File: src/rtl/time_set_ctrl.sv
// Keypad-driven time/date/alarm setting controller for the time calculator.
// Define MONTH_DAYS_EN for calendar-accurate day limits and day clamping; otherwise every month allows 31 days.
module time_set_ctrl #(
    parameter int unsigned EDIT_TIMEOUT = 1000000,
    parameter int unsigned OK_TIMEOUT   = 8
) (
    input  logic        CLK,
    input  logic        RESET,
    input  logic        BTN_MODE,
    input  logic        BTN_NEXT,
    input  logic        BTN_UP,
    input  logic        BTN_DOWN,
    input  logic [16:0] CUR_TIME,
    input  logic [15:0] CUR_DATE,
    input  logic [16:0] CUR_ALARM,
    input  logic        SETTING_OK,
    output logic        MODE,
    output logic        MODE_STATE,
    output logic        SETTING,
    output logic        ALARM_SETTING,
    output logic [16:0] SET_TIME,
    output logic [15:0] SET_DATE,
    output logic [16:0] SET_ALARM,
    output logic [2:0]  FIELD,
    output logic        ERR,
    output logic [2:0]  DBG_STATE
);
    typedef enum logic [2:0] {
        S_IDLE = 3'd0, S_ALARM_VIEW = 3'd1, S_EDIT_CLK = 3'd2,
        S_COMMIT_CLK = 3'd3, S_EDIT_ALM = 3'd4, S_COMMIT_ALM = 3'd5
    } state_t;

    localparam int EW = $clog2(EDIT_TIMEOUT + 1);
    localparam int OW = $clog2(OK_TIMEOUT + 1);

    state_t        state_q, state_d;
    logic [3:0]    btn_lvl_q, btn_prev_q;
    logic [16:0]   time_q, time_d, alarm_q, alarm_d;
    logic [15:0]   date_q, date_d, date_adj;
    logic [2:0]    field_q, field_d;
    logic          err_q, err_d;
    logic          mode_q, mode_state_q, setting_q, alarm_setting_q;
    logic [EW-1:0] edit_cnt_q, edit_cnt_d;
    logic [OW-1:0] ok_cnt_q, ok_cnt_d;
    logic [3:0]    edges;
    logic          any_edge, act_mode, act_next, act_up, act_adj;
    logic [6:0]    yr;
    logic [3:0]    mo;
    logic [4:0]    dy, dmax_cur;

    // Wrap-around step; an out-of-range value lands on the bound it is moving toward.
    function automatic logic [6:0] step(input logic [6:0] v, input logic [6:0] lo,
                                        input logic [6:0] hi, input logic up);
        if (up) return (v < lo || v >= hi) ? lo : v + 7'd1;
        else    return (v <= lo || v > hi) ? hi : v - 7'd1;
    endfunction

    function automatic logic [16:0] adj_time(input logic [16:0] t, input logic [2:0] f,
                                             input logic up);
        logic [16:0] r;
        r = t;
        case (f)
            3'd0: r[16:12] = 5'(step({2'b00, t[16:12]}, 7'd0, 7'd23, up));
            3'd1: r[11:6]  = 6'(step({1'b0, t[11:6]}, 7'd0, 7'd59, up));
            3'd2: r[5:0]   = 6'(step({1'b0, t[5:0]}, 7'd0, 7'd59, up));
            default: ;
        endcase
        return r;
    endfunction

`ifdef MONTH_DAYS_EN
    function automatic logic [4:0] dmax_f(input logic [3:0] m, input logic [1:0] y_lo);
        case (m)
            4'd4, 4'd6, 4'd9, 4'd11: return 5'd30;
            4'd2:                    return (y_lo == 2'b00) ? 5'd29 : 5'd28;
            default:                 return 5'd31;
        endcase
    endfunction
`endif

    // Edge order {MODE, NEXT, UP, DOWN}; only the highest-priority edge acts.
    assign edges    = btn_lvl_q & ~btn_prev_q;
    assign any_edge = |edges;
    assign act_mode = edges[3];
    assign act_next = edges[2] & ~edges[3];
    assign act_up   = edges[1] & ~edges[2] & ~edges[3];
    assign act_adj  = (edges[1] | edges[0]) & ~edges[2] & ~edges[3];

    always_comb begin
        yr = date_q[15:9];
        mo = date_q[8:5];
        dy = date_q[4:0];
`ifdef MONTH_DAYS_EN
        dmax_cur = dmax_f(date_q[8:5], date_q[10:9]);
`else
        dmax_cur = 5'd31;
`endif
        case (field_q)
            3'd3: yr = step(yr, 7'd0, 7'd99, act_up);
            3'd4: mo = 4'(step({3'b000, mo}, 7'd1, 7'd12, act_up));
            3'd5: dy = 5'(step({2'b00, dy}, 7'd1, {2'b00, dmax_cur}, act_up));
            default: ;
        endcase
`ifdef MONTH_DAYS_EN
        if ((field_q == 3'd3 || field_q == 3'd4) && dy > dmax_f(mo, yr[1:0]))
            dy = dmax_f(mo, yr[1:0]);
`endif
        date_adj = {yr, mo, dy};
    end

    always_comb begin
        state_d    = state_q;
        time_d     = time_q;
        date_d     = date_q;
        alarm_d    = alarm_q;
        field_d    = field_q;
        err_d      = err_q;
        edit_cnt_d = edit_cnt_q;
        ok_cnt_d   = ok_cnt_q;
        case (state_q)
            S_IDLE: begin
                if (act_mode) begin
                    state_d = S_EDIT_CLK;  time_d = CUR_TIME;  date_d = CUR_DATE;
                    field_d = 3'd0;  err_d = 1'b0;  edit_cnt_d = '0;
                end else if (act_next) state_d = S_ALARM_VIEW;
            end
            S_ALARM_VIEW: begin
                if (act_mode) begin
                    state_d = S_EDIT_ALM;  alarm_d = CUR_ALARM;
                    field_d = 3'd0;  err_d = 1'b0;  edit_cnt_d = '0;
                end else if (act_next) state_d = S_IDLE;
            end
            S_EDIT_CLK, S_EDIT_ALM: begin
                if (any_edge) edit_cnt_d = '0;
                if (act_mode) begin
                    state_d  = (state_q == S_EDIT_CLK) ? S_COMMIT_CLK : S_COMMIT_ALM;
                    ok_cnt_d = '0;
                end else if (act_next) begin
                    if (state_q == S_EDIT_CLK) field_d = (field_q >= 3'd5) ? 3'd0 : field_q + 3'd1;
                    else                       field_d = (field_q >= 3'd2) ? 3'd0 : field_q + 3'd1;
                end else if (act_adj) begin
                    if (state_q == S_EDIT_CLK) begin
                        time_d = adj_time(time_q, field_q, act_up);
                        date_d = date_adj;
                    end else alarm_d = adj_time(alarm_q, field_q, act_up);
                end else if (edit_cnt_q == EW'(EDIT_TIMEOUT - 1)) begin
                    state_d = (state_q == S_EDIT_CLK) ? S_IDLE : S_ALARM_VIEW;
                end else edit_cnt_d = edit_cnt_q + EW'(1);
            end
            // Request is held while in commit; the cycle after SETTING_OK is sampled high it drops.
            S_COMMIT_CLK, S_COMMIT_ALM: begin
                if (SETTING_OK) begin
                    state_d = (state_q == S_COMMIT_CLK) ? S_IDLE : S_ALARM_VIEW;
                end else if (ok_cnt_q == OW'(OK_TIMEOUT - 1)) begin
                    state_d = (state_q == S_COMMIT_CLK) ? S_IDLE : S_ALARM_VIEW;
                    err_d   = 1'b1;
                end else ok_cnt_d = ok_cnt_q + OW'(1);
            end
            default: state_d = S_IDLE;
        endcase
    end

    always_ff @(posedge CLK or posedge RESET) begin
        if (RESET) begin
            state_q         <= S_IDLE;
            btn_lvl_q       <= 4'd0;
            btn_prev_q      <= 4'd0;
            time_q          <= 17'd0;
            date_q          <= {7'd16, 4'd1, 5'd1};
            alarm_q         <= 17'd0;
            field_q         <= 3'd0;
            err_q           <= 1'b0;
            edit_cnt_q      <= '0;
            ok_cnt_q        <= '0;
            mode_q          <= 1'b0;
            mode_state_q    <= 1'b0;
            setting_q       <= 1'b0;
            alarm_setting_q <= 1'b0;
        end else begin
            state_q         <= state_d;
            btn_lvl_q       <= {BTN_MODE, BTN_NEXT, BTN_UP, BTN_DOWN};
            btn_prev_q      <= btn_lvl_q;
            time_q          <= time_d;
            date_q          <= date_d;
            alarm_q         <= alarm_d;
            field_q         <= field_d;
            err_q           <= err_d;
            edit_cnt_q      <= edit_cnt_d;
            ok_cnt_q        <= ok_cnt_d;
            mode_q          <= (state_d == S_EDIT_CLK) || (state_d == S_COMMIT_CLK);
            mode_state_q    <= (state_d == S_ALARM_VIEW) || (state_d == S_EDIT_ALM) ||
                               (state_d == S_COMMIT_ALM);
            setting_q       <= (state_d == S_COMMIT_CLK);
            alarm_setting_q <= (state_d == S_COMMIT_ALM);
        end
    end

    assign MODE          = mode_q;
    assign MODE_STATE    = mode_state_q;
    assign SETTING       = setting_q;
    assign ALARM_SETTING = alarm_setting_q;
    assign SET_TIME      = time_q;
    assign SET_DATE      = date_q;
    assign SET_ALARM     = alarm_q;
    assign FIELD         = field_q;
    assign ERR           = err_q;
    assign DBG_STATE     = state_q;
endmodule

File: config.mk
export PLATFORM = sky130hd
export DESIGN_NAME = time_set_ctrl
export DESIGN_NICKNAME = d
export VERILOG_FILES = /design/src/rtl/time_set_ctrl.sv
export SDC_FILE = /design/constraint.sdc
export NUM_CORES = 1
export LEC_CHECK = 0
export ABC_CLOCK_PERIOD_IN_PS = 3800
export CORE_UTILIZATION = 30
export DETAILED_ROUTE_END_ITERATION = 8
export GPL_TIMING_DRIVEN = 0
export MAX_ROUTING_LAYER = met4
export SYNTH_ARGS = -nofsm -noshare
export SYNTH_HDL_FRONTEND = slang
export SYNTH_SLANG_ARGS = --single-unit
File: constraint.sdc
create_clock -name CLK -period 3.8 [get_ports CLK]
set_input_delay 0.57 -clock CLK [delete_from_list [all_inputs] [get_ports CLK]]
set_output_delay 0.57 -clock CLK [all_outputs]
set_load 0.1 [all_outputs]
=== Word-level counts from Yosys, hierarchy flattened ===
Cells that the tools add are included.

* Add/subtract/negate cells: 21
* Shifts and indexed selects: 0
* Magnitude comparators: 31
* $mul: 0
* Reductions and logical operators: 38
* Mux-type cells: 90
* Equality and inequality tests: 36
* Div/mod/pow operators: 0
* Bitwise gates (word level): 10

{| class="wikitable"
|+ Operators by type and width
! cell !! count
|-
| $mux W17 || 10
|-
| $mux W20 || 6
|-
| $mux W6 || 16
|-
| $mux W16 || 5
|-
| $pmux W17 S2 || 2
|-
| $reduce_and A7 Y1 || 9
|-
| $mux W5 || 12
|-
| $mux W3 || 17
|-
| $pmux W20 S2 || 1
|-
| $pmux W16 S2 || 1
|-
| $mux W4 || 7
|-
| $mux W7 || 4
|-
| $add A6 B1 Y6 const B || 4
|-
| $ge A6 B6 Y1 const B || 4
|-
| $gt A6 B6 Y1 const B || 4
|-
| $le A6 B1 Y1 const B || 4
|-
| $ne A2 B2 Y1 const B || 12
|-
| $sub A6 B1 Y6 const B || 4
|-
| $add A20 B1 Y20 const B || 1
|-
| $eq A20 B20 Y1 const B || 1
|-
| $eq A3 B2 Y1 const B || 6
|-
| $eq A3 B3 Y1 const B || 6
|-
| $add A5 B1 Y5 const B || 3
|-
| $ge A5 B5 Y1 const B || 3
|-
| 39 further kinds || 84
|}

* Input bits: 57
* Word-level logic and storage cells: 246
* Flip-flop bits (word level): 93
* Bits in writable memories: 0
* ROM bits: 0
* Memories: 0
* Bits in latches: 0

=== Logic depth before layout (Yosys ltp) ===
* Word-level depth: 12
* Mapped depth: 9
* Depth with buffers taken out: 8

=== Worst setup path after synthesis ===
OpenSTA, ideal clock, no wires.

* Kind: register -> register
* Start: reg time_q[6] (netlist: SET_TIME[6])
* End: reg time_q[8] (netlist: SET_TIME[8])
* Required time: 3,718 ps
* Clock period less this slack: 2,553 ps
* Path buffers: 0
* Setup time: 82 ps
* Stages on the path, launching flop included: 9
* Arrival time: 2,471 ps
* Setup slack: 1,247 ps
* Path through: dfrtp_1 > inv_1 > ha_1 > nor3b_1 > a21oi_2 > and2_1 > a221oi_1 > a311o_1 > a31oi_1

* Longest elaborated chain between the ends: 10

{| class="wikitable"
|+ RTL lines
! element !! line !! source
|-
| start, declared || 38 || <nowiki>logic [16:0] time_q, time_d, alarm_q, alarm_d;</nowiki>
|-
| start signal, assigned || 183 || <nowiki>time_q <= time_d;</nowiki>
|-
| $le A6 B1 Y1 or $gt A6 B6 Y1 (tied branches) || 55 || <nowiki>else return (v <= lo || v > hi) ? hi : v - 7'd1;</nowiki>
|-
| $logic_or A1 B1 Y1 || 55 ||
|-
| $mux W6 || 55 ||
|-
| $mux W6 (*) || 54 || <nowiki>if (up) return (v < lo || v >= hi) ? lo : v + 7'd1;</nowiki>
|-
| $mux W6 (*) || 62 || <nowiki>case (f)</nowiki>
|-
| $mux W17 (*) || 142 || <nowiki>if (state_q == S_EDIT_CLK) begin</nowiki>
|-
| $mux W17 (*) || 141 || <nowiki>end else if (act_adj) begin</nowiki>
|-
| $mux W17 (*) || 138 || <nowiki>end else if (act_next) begin</nowiki>
|-
| $mux W17 (*) || 135 || <nowiki>if (act_mode) begin</nowiki>
|-
| $pmux W17 S2 (*) || 120 || <nowiki>case (state_q)</nowiki>
|}

Every way passes the cells marked *; elsewhere a longest branch is shown, timed or not. The select of a mux whose other input is x is not followed.
A chain may end at the register's enable or synchronous reset.

=== Worst setup path in the final report ===
* Start: reg date_q[0] (netlist: SET_DATE[0])
* End: out SET_DATE[0]

{| class="wikitable"
|+ RTL lines
! element !! line !! source
|-
| start, declared || 39 || <nowiki>logic [15:0] date_q, date_d, date_adj;</nowiki>
|-
| start signal, assigned || 169 || <nowiki>date_q <= {7'd16, 4'd1, 5'd1};</nowiki>
|-
| start signal, assigned || 184 || <nowiki>date_q <= date_d;</nowiki>
|-
| end, declared || 22 || <nowiki>output logic [15:0] SET_DATE,</nowiki>
|}

No word-level cell between the ends.

==> impl_metrics.yaml <==
status:
  status: "finished clean"
global_route:
  track_usage_pct: 20.4
  grt_remaining_overflow: 0
  grt_pass1_vias: 6989
  grt_max_degree: 58
  antenna_found_initial: 0
  grt_pass1_wl_mm: 37.6
setup_path:
  critical_path.max_fanout: 8
  crit_path_end_kind: "primary output"
  crit_chain: "clkdlybuf4s50_1"
  slowest_stage: "clkdlybuf4s50_1"
  cp-start-kind: "flip-flop"
  critPathArrivalTime_ns: 2.14
  critical_path_cell_count: 1
  cpPeakStageDelay_ns: 1.16
  reg2reg_depth: 8
  reg2reg_slack_ns: 1.29
  required_ns: 3.23
  crit_buf_inv: 1
  crit_family: "buffers and inverters"
  crit_type: "reg2out"
floorplanning:
  io_pins: 118
  core_sq_um: 22900
  rows: 55
  dieWidth_um: 156
  dieArea_sq_um: 24200
  start_util_pct: 30.9
  dieHeight_um: 156
route:
  ant_nets: 0
  via_per_inst: 5.51
  num_vias: 7422
  wl_mm: 23.8
  drt_iter0_markers: 600
  wl_per_cell_um: 17.7
  drcViolationCount: 0
  firstDrtPassIters: 5
final_layout:
  final_util_pct: 39.3
  multi_input_area_sq_um: 4340
  n_fill_cell: 2363
  final_cell_mix: "117 x clkdlybuf4s50_1, 97 x nand2_1, 90 x dfrtp_1, 84 x nor2_1, 68 x a21oi_1"
  layout-drive-gt1-share_pct: 7.55
  n_antenna_cell: 0
  final_nets: 1113
  area_growth_pct: 27.0
  final_common_cell: "clkdlybuf4s50_1"
  seq_area_sq_um: 2330
placement:
  post-dp-hpwl_mm: 17.2
  place_congestion: 0.918
  port_buffers: 117
  pre_cts_ws_ns: 1.34
sta:
  rsz0062_at_grt: "no"
  post-route-period-util_pct: 71.2
  hold_viol: 0
  maxSlewHeadroom_pct: 30.1
  finalCriticalPeriod_ns: 2.71
  finalSetupViolCount: 0
  fin_ws_ns: 1.09
  tns_ns: 0
  hold_slack_ns: 0.372
  worst_pin_slew_ns: 1.05
  slew_violations: 0
  fin_skew_ns: 0.0110
  fmax_mhz: 370
synthesis:
  syn_nets: 984
  async_reset_ff_share_pct: 100
  yosysWarnings: 0
  synth_edf_count: 0
  yosysUniqueCellTypes: 83
  synth_cells: 899
  netlist_area_sq_um: 7090
  synthFlopType: "dfrtp_1"
  ys_seq_elements: 93
  syn_avg_cell_area_sq_um: 7.88
  ys_seq_area_share_pct: 32.9
hold_path:
  hold_depth: 0
  hold_class: "reg2reg"
clock_network:
  clockBufferDepth: 2
  clkLatencyLatePin_ns: 0.36
  cts_tree: "built"
  htreeDepth: 3
  clock_sinks: 93
  clockRootBuffer: "clkbuf_16"
  cts_hold_buf: 0
  post_cts_buffers: 0
  cts_resized: 0
  clkTransAtPathRegs_ns: 0.08
  numCtsBuffers: 9
run:
  maxCapViolCount: 0
[kinds of logic (layout without fill, tap and decap cells)]
group	after synthesis	count (layout)	synth area share (%)
xor gates and xnor gates	16	16	2.08
DFF	93	93	32.9
and+or+nand+nor	340	340	24.2
muxes	5	5	0.759
adders and majority gates	28	28	4.94
buffers and inverters	97	231	5.93
AOI/OAI and AO/OA	320	320	29.2
[through the flow]
step	instance area (sq um)	cells
after floorplan	7090	899
after global placement	8650	1329
after detailed placement	8680	1330
after CTS	9000	1346
after global routing	9000	1346
final	9000	1346
[cells in the mapped netlist, drive strengths merged, types with 3 or more instances]
cell	number	share of area, %
xor2	8	0.99
nor3	27	2.3
o221ai	4	0.49
a22oi	6	0.64
nand2b	10	0.88
o31ai	18	2.1
and3	20	1.8
or2	5	0.44
dfstp	3	1.1
o211ai	13	1.4
nor2b	10	0.88
nand4	4	0.35
o21ai	94	6.6
nor2	85	4.5
a221oi	9	1.1
a211o	6	0.74
a211oi	13	1.4
dfrtp	90	32
ha	28	4.9
o311ai	4	0.49
a22o	8	0.99
a32o	3	0.42
clkbuf	27	1.4
o21bai	4	0.42
or3	9	0.87
o32ai	4	0.49
nand3	35	2.6
xnor2	8	1.1
a21o	7	0.74
nor4	6	0.83
o2bb2ai	3	0.37
inv	35	1.9
nor3b	5	0.53
and2	7	0.62
a21oi	72	5.3
o22ai	10	0.88
mux2	3	0.48
buf	35	2.6
a31oi	20	1.8
or4	3	0.32
and4	4	0.49
nand2	97	5.1
nand3b	4	0.42
[flip-flops by register name, indices dropped and copies added (netlist names)]
signal	flops
edit_cnt_q	20
SET_ALARM	17
SET_TIME	17
SET_DATE	16
btn_lvl_q	4
btn_prev_q	4
ok_cnt_q	4
DBG_STATE	3
FIELD	3
ALARM_SETTING	1
ERR	1
MODE	1
MODE_STATE	1
SETTING	1
[worst register-to-register path, cell delays in order, from the launching register on]
cell and delay [ns]:
dfrtp_1 0.47, xnor2_2 0.36, or2_1 0.16, buf_2 0.22, a21oi_2 0.06, nor3_1 0.46, buf_2 0.33, o21ai_1 0.10
a32o_1 0.23
[layer usage]
layer,GRT usage [%],vias to the layer above,wire (um)
met5,-,-,0
met2,31.6,246,10700
li1,-,3575,-
met3,3.42,36,1260
met1,26.7,3565,11200
met4,7.66,0,605
[final timing paths]
| kind | start | endpoint |
|---|---|---|
| max | SET_DATE[0]$_DFFE_PP1P_ | SET_DATE[0] |
| min | btn_lvl_q[0]$_DFF_PP0_ | btn_prev_q[0]$_DFF_PP0_ |
| max reg2reg | DBG_STATE[1]$_DFF_PP0_ | SET_ALARM[9]$_DFFE_PP0P_ |
| min reg2reg | btn_lvl_q[0]$_DFF_PP0_ | btn_prev_q[0]$_DFF_PP0_ |
| max in group asynchronous | RESET | SET_DATE[5]$_DFFE_PP1P_ |
| min in group asynchronous | RESET | SET_DATE[12]$_DFFE_PP0P_ |
[final cells by class]
type,instances,area share [%]
Clock inverter,6,1.04
Tap cell,313,4.35
Sequential cell,93,25.9
Buffer,62,3.21
Multi-Input combinational cell,709,48.2
Timing Repair Buffer,118,13.3
Inverter,35,1.49
Clock buffer,10,2.54
Power is not shown: default switching activity piles up to over one toggle a cycle in this logic, so the estimate is an artifact.
